`config.mk`:
```
export PLATFORM = sky130hd
export DESIGN_NAME = board_clkgen_blink
export DESIGN_NICKNAME = d
export VERILOG_FILES = /design/src/rtl/board_clkgen_pkg.sv /design/src/rtl/board_clkgen_blink_channel.sv /design/src/rtl/board_clkgen_blink.sv
export SDC_FILE = /design/constraint.sdc
export NUM_CORES = 1
export LEC_CHECK = 0
export ABC_CLOCK_PERIOD_IN_PS = 6600
export CAP_MARGIN = 10
export CELL_PAD_IN_SITES_DETAIL_PLACEMENT = 2
export CELL_PAD_IN_SITES_GLOBAL_PLACEMENT = 2
export CORE_ASPECT_RATIO = 2
export CORE_MARGIN = 4
export CORE_UTILIZATION = 37
export CTS_CLUSTER_SIZE = 28
export DETAILED_ROUTE_END_ITERATION = 7
export MAX_ROUTING_LAYER = met4
export PLACE_DENSITY = 0.9
export SLEW_MARGIN = 15
export SYNTH_ARGS = -nofsm -noshare
export SYNTH_HDL_FRONTEND = slang
export SYNTH_SLANG_ARGS = --single-unit
```
`constraint.sdc`:
```
create_clock -name clk -period 6.6 [get_ports clk]
set_clock_uncertainty 0.05 [all_clocks]
set_input_delay 1.32 -clock clk [delete_from_list [all_inputs] [get_ports clk]]
set_output_delay 1.32 -clock clk [all_outputs]
set_load 0.05 [all_outputs]
```
`src/rtl/board_clkgen_pkg.sv`:
```
// rtl/board_clkgen_pkg.sv - shared constants and blink channel config type for the board clock/heartbeat generator
package board_clkgen_pkg;

    localparam int DIV_W          = 8;
    localparam int PER_W          = 26;
    localparam int DIV_DEFAULT    = 5;
    localparam int PERIOD_DEFAULT = 50_000_000;
    localparam int DUTY_DEFAULT   = 25_000_000;

    typedef struct packed {
        logic [PER_W-1:0] period;
        logic [PER_W-1:0] duty;
    } blink_cfg_t;

endpackage

```
`src/rtl/board_clkgen_blink_channel.sv`:
```
// rtl/board_clkgen_blink_channel.sv - one PWM/blink channel with shadowed period/duty applied at wrap
module blink_channel
    import board_clkgen_pkg::*;
#(
    parameter int PERIOD_RST = 50_000_000,
    parameter int DUTY_RST   = 25_000_000
) (
    input  logic             clk,
    input  logic             rst,
    input  logic [PER_W-1:0] period_i,
    input  logic [PER_W-1:0] duty_i,
    input  logic             load_i,
    input  logic             sync_i,
    output logic             blink_o,
    output logic             wrap_o
);

    localparam blink_cfg_t CFG_RST = '{period: PER_W'(PERIOD_RST), duty: PER_W'(DUTY_RST)};

    blink_cfg_t       act;
    blink_cfg_t       shadow;
    blink_cfg_t       act_nx;
    logic             pend;
    logic [PER_W-1:0] cnt;
    logic [PER_W-1:0] cnt_nx;
    logic             disabled;
    logic             at_wrap;
    logic             apply;

    // A disabled channel sits at cnt=0, so any pending shadow takes effect immediately.
    always_comb begin
        disabled = (act.period == '0);
        at_wrap  = !disabled && (cnt == act.period - PER_W'(1));
        apply    = pend && (disabled || at_wrap || sync_i);
        act_nx   = apply ? shadow : act;
        cnt_nx   = (disabled || at_wrap || sync_i) ? '0 : cnt + PER_W'(1);
    end

    always_ff @(posedge clk) begin
        if (rst) begin
            act     <= CFG_RST;
            shadow  <= CFG_RST;
            pend    <= 1'b0;
            cnt     <= '0;
            blink_o <= 1'b0;
            wrap_o  <= 1'b0;
        end else begin
            act     <= act_nx;
            cnt     <= cnt_nx;
            blink_o <= (act_nx.period != '0) && (cnt_nx < act_nx.duty);
            wrap_o  <= at_wrap && !sync_i;
            // A load landing on the apply cycle stays pending for the next boundary.
            if (load_i) begin
                shadow <= '{period: period_i, duty: duty_i};
                pend   <= 1'b1;
            end else if (apply) begin
                pend   <= 1'b0;
            end
        end
    end

endmodule

```
`src/rtl/board_clkgen_blink.sv`:
```
// rtl/board_clkgen_blink.sv - divided user clock plus CH blink channels; BLINK_SYNC_EN adds blink_sync_i
module board_clkgen_blink #(
    parameter int DIV_W          = board_clkgen_pkg::DIV_W,
    parameter int DIV_DEFAULT    = board_clkgen_pkg::DIV_DEFAULT,
    parameter int CH             = 4,
    parameter int PER_W          = board_clkgen_pkg::PER_W,
    parameter int PERIOD_DEFAULT = board_clkgen_pkg::PERIOD_DEFAULT,
    parameter int DUTY_DEFAULT   = board_clkgen_pkg::DUTY_DEFAULT
) (
    input  logic                clk,
    input  logic                rst,
    input  logic [DIV_W-1:0]    div_half_i,
    input  logic                div_load_i,
    output logic                usr_clk_o,
    output logic                usr_clk_en_o,
    input  logic [CH*PER_W-1:0] blink_period_i,
    input  logic [CH*PER_W-1:0] blink_duty_i,
    input  logic [CH-1:0]       blink_load_i,
`ifdef BLINK_SYNC_EN
    input  logic                blink_sync_i,
`endif
    output logic [CH-1:0]       blink_o,
    output logic [CH-1:0]       blink_wrap_o
);

    logic [DIV_W-1:0] div_cnt;
    logic [DIV_W-1:0] div_half;
    logic [DIV_W-1:0] div_shadow;
    logic             div_pend;
    logic             div_term;
    logic             div_apply;
    logic             blink_sync;

`ifdef BLINK_SYNC_EN
    assign blink_sync = blink_sync_i;
`else
    assign blink_sync = 1'b0;
`endif

    // New half-period only takes over on the high->low toggle, so every period opens with a full new low phase.
    always_comb begin
        div_term  = (div_cnt == div_half - DIV_W'(1));
        div_apply = div_term && usr_clk_o && div_pend;
    end

    always_ff @(posedge clk) begin
        if (rst) begin
            div_cnt      <= '0;
            div_half     <= DIV_W'(DIV_DEFAULT);
            div_shadow   <= DIV_W'(DIV_DEFAULT);
            div_pend     <= 1'b0;
            usr_clk_o    <= 1'b0;
            usr_clk_en_o <= 1'b0;
        end else begin
            usr_clk_en_o <= div_term && !usr_clk_o;
            if (div_term) begin
                div_cnt   <= '0;
                usr_clk_o <= !usr_clk_o;
            end else begin
                div_cnt   <= div_cnt + DIV_W'(1);
            end
            if (div_apply) begin
                div_half <= div_shadow;
            end
            if (div_load_i) begin
                div_shadow <= (div_half_i == '0) ? DIV_W'(1) : div_half_i;
                div_pend   <= 1'b1;
            end else if (div_apply) begin
                div_pend   <= 1'b0;
            end
        end
    end

    for (genvar k = 0; k < CH; k++) begin : g_ch
        blink_channel #(
            .PERIOD_RST (PERIOD_DEFAULT),
            .DUTY_RST   (DUTY_DEFAULT)
        ) u_ch (
            .clk      (clk),
            .rst      (rst),
            .period_i (blink_period_i[k*PER_W +: PER_W]),
            .duty_i   (blink_duty_i[k*PER_W +: PER_W]),
            .load_i   (blink_load_i[k]),
            .sync_i   (blink_sync),
            .blink_o  (blink_o[k]),
            .wrap_o   (blink_wrap_o[k])
        );
    end

endmodule

```
== Word level (Yosys, flattened, before mapping) ==
Index checks and enable logic that the tools add are counted.
Word-level totals
  register bits after elaboration: 559
  logic and storage cells: 115
Cells by class
  add/subtract/negate cells: 10
  order comparisons: 4
  mux-type cells: 19
  eq/ne operators: 5
  reductions and logical operators: 39
Operators by type and width (count)
  52-bit two-way mux: 4
  26-bit by 1-bit adder with 26-bit output, second input constant: 4
  26-bit equality test: 4
  26-bit zero test: 4
  26-bit less-than comparator: 4
  26-bit two-way mux: 4
  26-bit nonzero test: 4
  26-bit by 1-bit subtractor with 26-bit output, second input constant: 4
  1-bit logical AND: 15
  1-bit two-way mux: 10
  2-bit nonzero test: 5
  8-bit by 1-bit adder with 8-bit output, second input constant: 1
  8-bit equality test: 1
  8-bit zero test: 1
  8-bit two-way mux: 1
  8-bit by 1-bit subtractor with 8-bit output, second input constant: 1
  1-bit zero test: 5
  1-bit logical OR: 4
  2-bit OR reduction: 1

== Longest topological paths before layout ==
  word-level depth: 8
  depth in mapped cells: 26
  gate-level depth less buffers: 21

== Cells and area by module ==
A second synthesis with hierarchy kept.
Unflattened totals
  cells, all modules: 3048
  area total of the unflattened synthesis: 27861.7 sq um
By module, submodules not included
  blink_channel at g_ch[1].u_ch ...: instances 2, area each 6547.5 sq um, cells an instance 709, sequential area each 2662.6 sq um
  blink_channel at g_ch[3].u_ch: instances 1, area each 6805.3 sq um, cells an instance 763, sequential area each 2662.6 sq um
  blink_channel at g_ch[0].u_ch: instances 1, area each 6637.6 sq um, cells an instance 726, sequential area each 2662.6 sq um
  board_clkgen_blink: instances 1, area each 1323.8 sq um, cells an instance 141, sequential area each 540.5 sq um

== Worst setup path before layout ==
OpenSTA, ideal clock, no wires.
  path type: register to register
  start: register g_ch[3].u_ch.act[35] (netlist bit)
  end: register g_ch[3].u_ch.blink_o
  arrival: 5.001 ns
  library setup time: 0.059 ns
  setup slack: 1.490 ns
  required time: 6.491 ns
  cell stages (with the launch flop): 21
  cell sequence: dfxtp_1 -> or4_1 -> or3_1 -> buf_2 -> nand2b_1 -> or4b_1 -> a211o_1 -> o31ai_4 -> clkbuf_1 -> buf_2 -> nor2_1 -> ha_1 -> a21o_1 -> a221o_1 -> a21o_1 -> a21oi_1 -> o21ai_0 -> nand2_1 -> a21oi_1 -> nor4_1 -> o31a_1
On the way
  elaborated cells on any way between the ends: 12
  those cells by class: add/sub (1); order compare (1); eq/ne (1); mux (2); reduce/logical (7)
RTL lines
  from (decl): RTL line board_clkgen_blink_channel.sv:20  | blink_cfg_t act;
  from (signal assigned): RTL line board_clkgen_blink_channel.sv:48  | act <= act_nx;
  26-bit by 1-bit subtractor with 26-bit output / 26-bit zero test (equally long branches): RTL line board_clkgen_blink_channel.sv:33, board_clkgen_blink_channel.sv:32
  26-bit equality test / 1-bit zero test (equally long branches): RTL line board_clkgen_blink_channel.sv:33  | at_wrap = !disabled && (cnt == act.period - PER_W'(1));
  1-bit logical AND: RTL line board_clkgen_blink_channel.sv:33
  1-bit logical OR (*): RTL line board_clkgen_blink_channel.sv:36  | cnt_nx = (disabled || at_wrap || sync_i) ? '0 : cnt + PER_W'(1);
  26-bit two-way mux (*): RTL line board_clkgen_blink_channel.sv:36
  named net g_ch[3].u_ch.cnt_nx[12]: RTL line board_clkgen_blink_channel.sv:25  | logic [PER_W-1:0] cnt_nx;
  26-bit less-than comparator (*): RTL line board_clkgen_blink_channel.sv:50  | blink_o <= (act_nx.period != '0) && (cnt_nx < act_nx.duty);
  1-bit logical AND (*): RTL line board_clkgen_blink_channel.sv:50
  to (signal assigned): RTL line board_clkgen_blink_channel.sv:50
  to (decl): RTL line board_clkgen_blink_channel.sv:14  | output logic blink_o,
The timed path passes the listed nets; every way through them passes the cells marked *.
A chain may end at the register's enable or synchronous reset.

== Final worst setup path ==
  start: register g_ch[2].u_ch.act[26] (netlist bit)
  end: register g_ch[2].u_ch.blink_o
On the way
  longest elaborated chain between the ends: 8
  elaborated cells on any way between the ends: 12
  those cells by class: add/sub (1); order compare (1); eq/ne (1); mux (2); reduce/logical (7)
RTL lines
  from (decl): RTL line board_clkgen_blink_channel.sv:20
  from (signal assigned): RTL line board_clkgen_blink_channel.sv:48
  26-bit by 1-bit subtractor with 26-bit output / 26-bit zero test (equally long branches): RTL line board_clkgen_blink_channel.sv:33, board_clkgen_blink_channel.sv:32
  26-bit equality test / 1-bit zero test (equally long branches): RTL line board_clkgen_blink_channel.sv:33
  1-bit logical AND: RTL line board_clkgen_blink_channel.sv:33
  1-bit logical OR: RTL line board_clkgen_blink_channel.sv:34, board_clkgen_blink_channel.sv:36
  1-bit logical AND: RTL line board_clkgen_blink_channel.sv:34  | apply = pend && (disabled || at_wrap || sync_i);
  52-bit two-way mux: RTL line board_clkgen_blink_channel.sv:35  | act_nx = apply ? shadow : act;
  26-bit less-than comparator / 26-bit nonzero test (equally long branches): RTL line board_clkgen_blink_channel.sv:50
  1-bit logical AND (*): RTL line board_clkgen_blink_channel.sv:50
  to (signal assigned): RTL line board_clkgen_blink_channel.sv:50
  to (decl): RTL line board_clkgen_blink_channel.sv:14
Every way passes the cells marked *; elsewhere a longest branch is shown, timed or not.

==> metrics.md <==
| Metric | Value |
|---|---|
| Cells after synthesis | `3099` |
| Mean Syn Cell Area | `9.006 um^2` |
| Routed wire per std cell | `26.05 um` |
| R2R Setup Slk | `0.45 ns` |
| Post-synthesis sequential area ratio | `40.10%` |
| Die ar. | `80160 um^2` |
| Yosys warning total | `0` |
| Die height | `396.4 um` |
| Antenna violations before repair | `14` |
| Met1 usage | `23.52%` |
| CTS H-Tree Depth | `2` |
| RSZ-0062 raised after global routing | `no` |
| Clock root buffer | `clkbuf_16` |
| CP cell instances | `inv_1 > ha_1 > or3b_2 > or4_1 > a22oi_1 > o2111ai_1 > a2111oi_0 > o2111ai_1 > a21boi_4 > buf_4 > mux2i_1 > ha_1 > a21o_1 > a21oi_1 > nor2b_1 > o211ai_1 > a31oi_1 > a2111oi_0 > nand2_1 > a21oi_1` |
| Fmax | `162.6 MHz` |
| GRT Resource Usage Total | `27.78%` |
| CP required | `7.11 ns` |
| Crit-path slowest cell | `a21boi_4` |
| Final Max Slew Viols | `0` |
| Least-Margin Pin Slew | `1.076 ns` |
| Clock sink count | `559` |
| Worst vdd ir | `199.9 uV` |
| Maxcap violations | `0` |
| Post-CTS Resized | `0` |
| Syn nets | `3432` |
| Grt met3 use | `3.919%` |
| EDFF count, synth | `0` |
| GRT met2 Usage | `54.83%` |
| Setup bufs post-CTS | `0` |
| Tcrit/Tclk final | `93.19%` |
| Crit Path Class | `register to register` |
| Yosys top cell area share | `40.10%` |
| Pwr/cell area | `227.4 nW/um^2` |
| Initial Utilization | `37.31%` |
| Critical path fanouts, max | `12` |
| Slowest cell delay on critical path | `0.61 ns` |
| Unique masters post-synth | `80` |
| Main synth FF type | `dfxtp_1` |
| Reg2Reg Depth | `20` |
| Seq cells post-synth | `559` |
| Hold depth | `2` |
| Placer Congestion | `0.9828` |
| Hold Vio Cnt, Final | `0` |
| Tightest Hold Check Type | `register to register` |
| Global route hottest layer | `met2` |
| RR Endpoint | `g_ch[2].u_ch.blink_o` |
| Clk pin slew, worst setup/hold paths | `0.07 ns` |
| First-iteration detailed-routing DRC count | `1025` |
| Hold EP | `g_ch[1].u_ch.act[0]` |
| Core Region | `74800 um^2` |
| Skew-Pair Late Insertion Delay | `0.67 ns` |
| Top post-synthesis cells by area | `dfxtp_1, mux2i_1, nor2_1` |
| Synth Cell Area | `27910 um^2` |
| I/O pin total | `233` |
| Largest net degree at the start of global routing | `189` |
| Std cell rows | `142` |
| Max Root-Sink Buffers | `3` |
| Setup TNS | `0 ns` |
| Leak | `13.48 nW` |
| Most frequent cells in the layout | `dfxtp_1, nor2_1, mux2i_1, clkdlybuf4s50_1, nor3_1` |
| CTS tree | `done` |
| HP Start | `g_ch[1].u_ch.act[0]` |
| Design Power | `0.007479 W` |
| Status | `complete, no violations` |
| Vias per cell | `5.678` |
| Layout cells sized above 1 | `4.830%` |
| Final setup fails | `0` |
| Post-synth ARST share | `0%` |
| Hold buffer count at cts | `0` |
| Vias | `24383` |
| Synthesis-to-layout area growth | `17.85%` |
| Nets | `3565` |
| DR pass1 iterations | `4` |
| Total gr overflow | `0` |
| Remaining DRCs | `0` |
| Yosys top cell by area | `dfxtp_1` |
| Detail Route Antenna Nets | `0` |
| # fillers | `8010` |
| Worst setup SP type | `register` |
| Die width | `202.2 um` |
| CTS Buf Count | `54` |
| First-pass GRT wire length | `169.2 mm` |
| Worst r2r src | `g_ch[2].u_ch.act[26]` |
| Number of global-route vias before repair | `28026` |
| Data arrival time of the worst path | `6.66 ns` |
| Detailed Place HPWL | `82.09 mm` |
| IO buf count | `232` |
| Min Tclk post-route | `6.151 ns` |
| Max-slew headroom | `28.26%` |
| Final wirelength | `111.8 mm` |
| Most common cell after layout, fill and taps aside | `dfxtp_1` |
| Critical Path Sink Type | `register` |
cells by family after synthesis:
kind of cell | after synthesis | share of synthesized area, %
DFF | 559 | 40.10
muxes | 280 | 10.05
xor gates and xnor gates | 241 | 7.563
and+or+nand+nor | 1291 | 23.54
buffers and inverters | 220 | 3.358
AOI/OAI and AO/OA | 398 | 10.47
adders and majority gates | 110 | 4.931
synth_stat cells (all sizes together) (57+ instances only):
cell type,instances
nand2,108
nor2b,113
nand2b,60
a211o,137
nor2,472
a21oi,91
nor3,142
mux2i,279
nand3,91
nor4,57
xnor2,126
ha,110
clkbuf,136
xor2,115
dfxtp,559
flip-flops by register name, summed over array words and instances, names as in the netlist, 4 cells and up:
| name | count |
|---|---|
| div_cnt | 8 |
| g_ch.u_ch.wrap_o | 4 |
| div_half | 8 |
| g_ch.u_ch.shadow | 208 |
| g_ch.u_ch.blink_o | 4 |
| g_ch.u_ch.cnt | 104 |
| g_ch.u_ch.pend | 4 |
| div_shadow | 8 |
| g_ch.u_ch.act | 208 |
critical path, delay by kind of cell, from the launching register on:
| kind | cells | cell delay [ns] |
|---|---|---|
| and+or+nand+nor | 4 | 1.30 |
| AOI/OAI and AO/OA | 11 | 3.19 |
| buffers and inverters | 2 | 0.41 |
| adders and majority gates | 2 | 0.48 |
| DFF | 1 | 0.36 |
| muxes | 1 | 0.29 |
power by group:
group / total (W) / switching, W / internal [W] / leakage [nW]
Combinational: 0.000506 / 0.000244 / 0.000262 / 7.99
Clock: 0.00338 / 0.00147 / 0.00191 / 0.924
Sequential: 0.00359 / 0.000119 / 0.00347 / 4.56
Total: 0.00748 / 0.00183 / 0.00565 / 13.5
layer usage:
layer,share of wire [%],vias up
li1,-,11245
met1,32,12161
met2,56,624
met3,3.3,353
met4,8.4,0
met5,0,-
layout make-up:
class | count | area [um^2] | share of cell area (%)
multi-input combinational | 2320 | 15820 | 48.09
sequential | 559 | 11190 | 34.02
timing repair buffer | 266 | 2610 | 7.935
clock buffer | 72 | 1540 | 4.683
tap | 1008 | 1261 | 3.834
clock inverter | 23 | 319.1 | 0.9700
inverter | 31 | 116.4 | 0.3538
antenna | 15 | 37.54 | 0.1141
how the worst max path moves through the flow:
stage | start | to | depth (start not counted)
CTS | g_ch[2].u_ch.act[26] | g_ch[2].u_ch.blink_o | 20
global placement | g_ch[2].u_ch.act[26] | g_ch[2].u_ch.blink_o | 18
finish | g_ch[2].u_ch.act[26] | g_ch[2].u_ch.blink_o | 20
detailed placement | g_ch[2].u_ch.act[26] | g_ch[2].u_ch.blink_o | 20
global route | g_ch[2].u_ch.act[26] | g_ch[2].u_ch.blink_o | 20
floorplan | g_ch[3].u_ch.act[35] | g_ch[3].u_ch.blink_o | 20
per-stage QoR:
| stage | cells | area, um^2 | util, % | hold slack (ns) | worst slack (ns) |
|---|---|---|---|---|---|
| 6_report | 4294 | 32890 | 43.97 | 0.4325 | 0.4493 |
| 5_1_grt | 4293 | 32890 | 43.97 | 0.4631 | 0.09075 |
| 4_1_cts | 4279 | 32850 | 43.92 | 0.4363 | 0.5140 |
| 3_5_place_dp | 4184 | 30990 | 41.44 | 0.4216 | 0.6654 |
| 3_3_place_gp | 4184 | 30990 | 41.44 | 0.3907 | 0.9891 |
| 2_1_floorplan | 3099 | 27910 | - | 0.3781 | 1.490 |
Power figures use the tool's default switching activity.
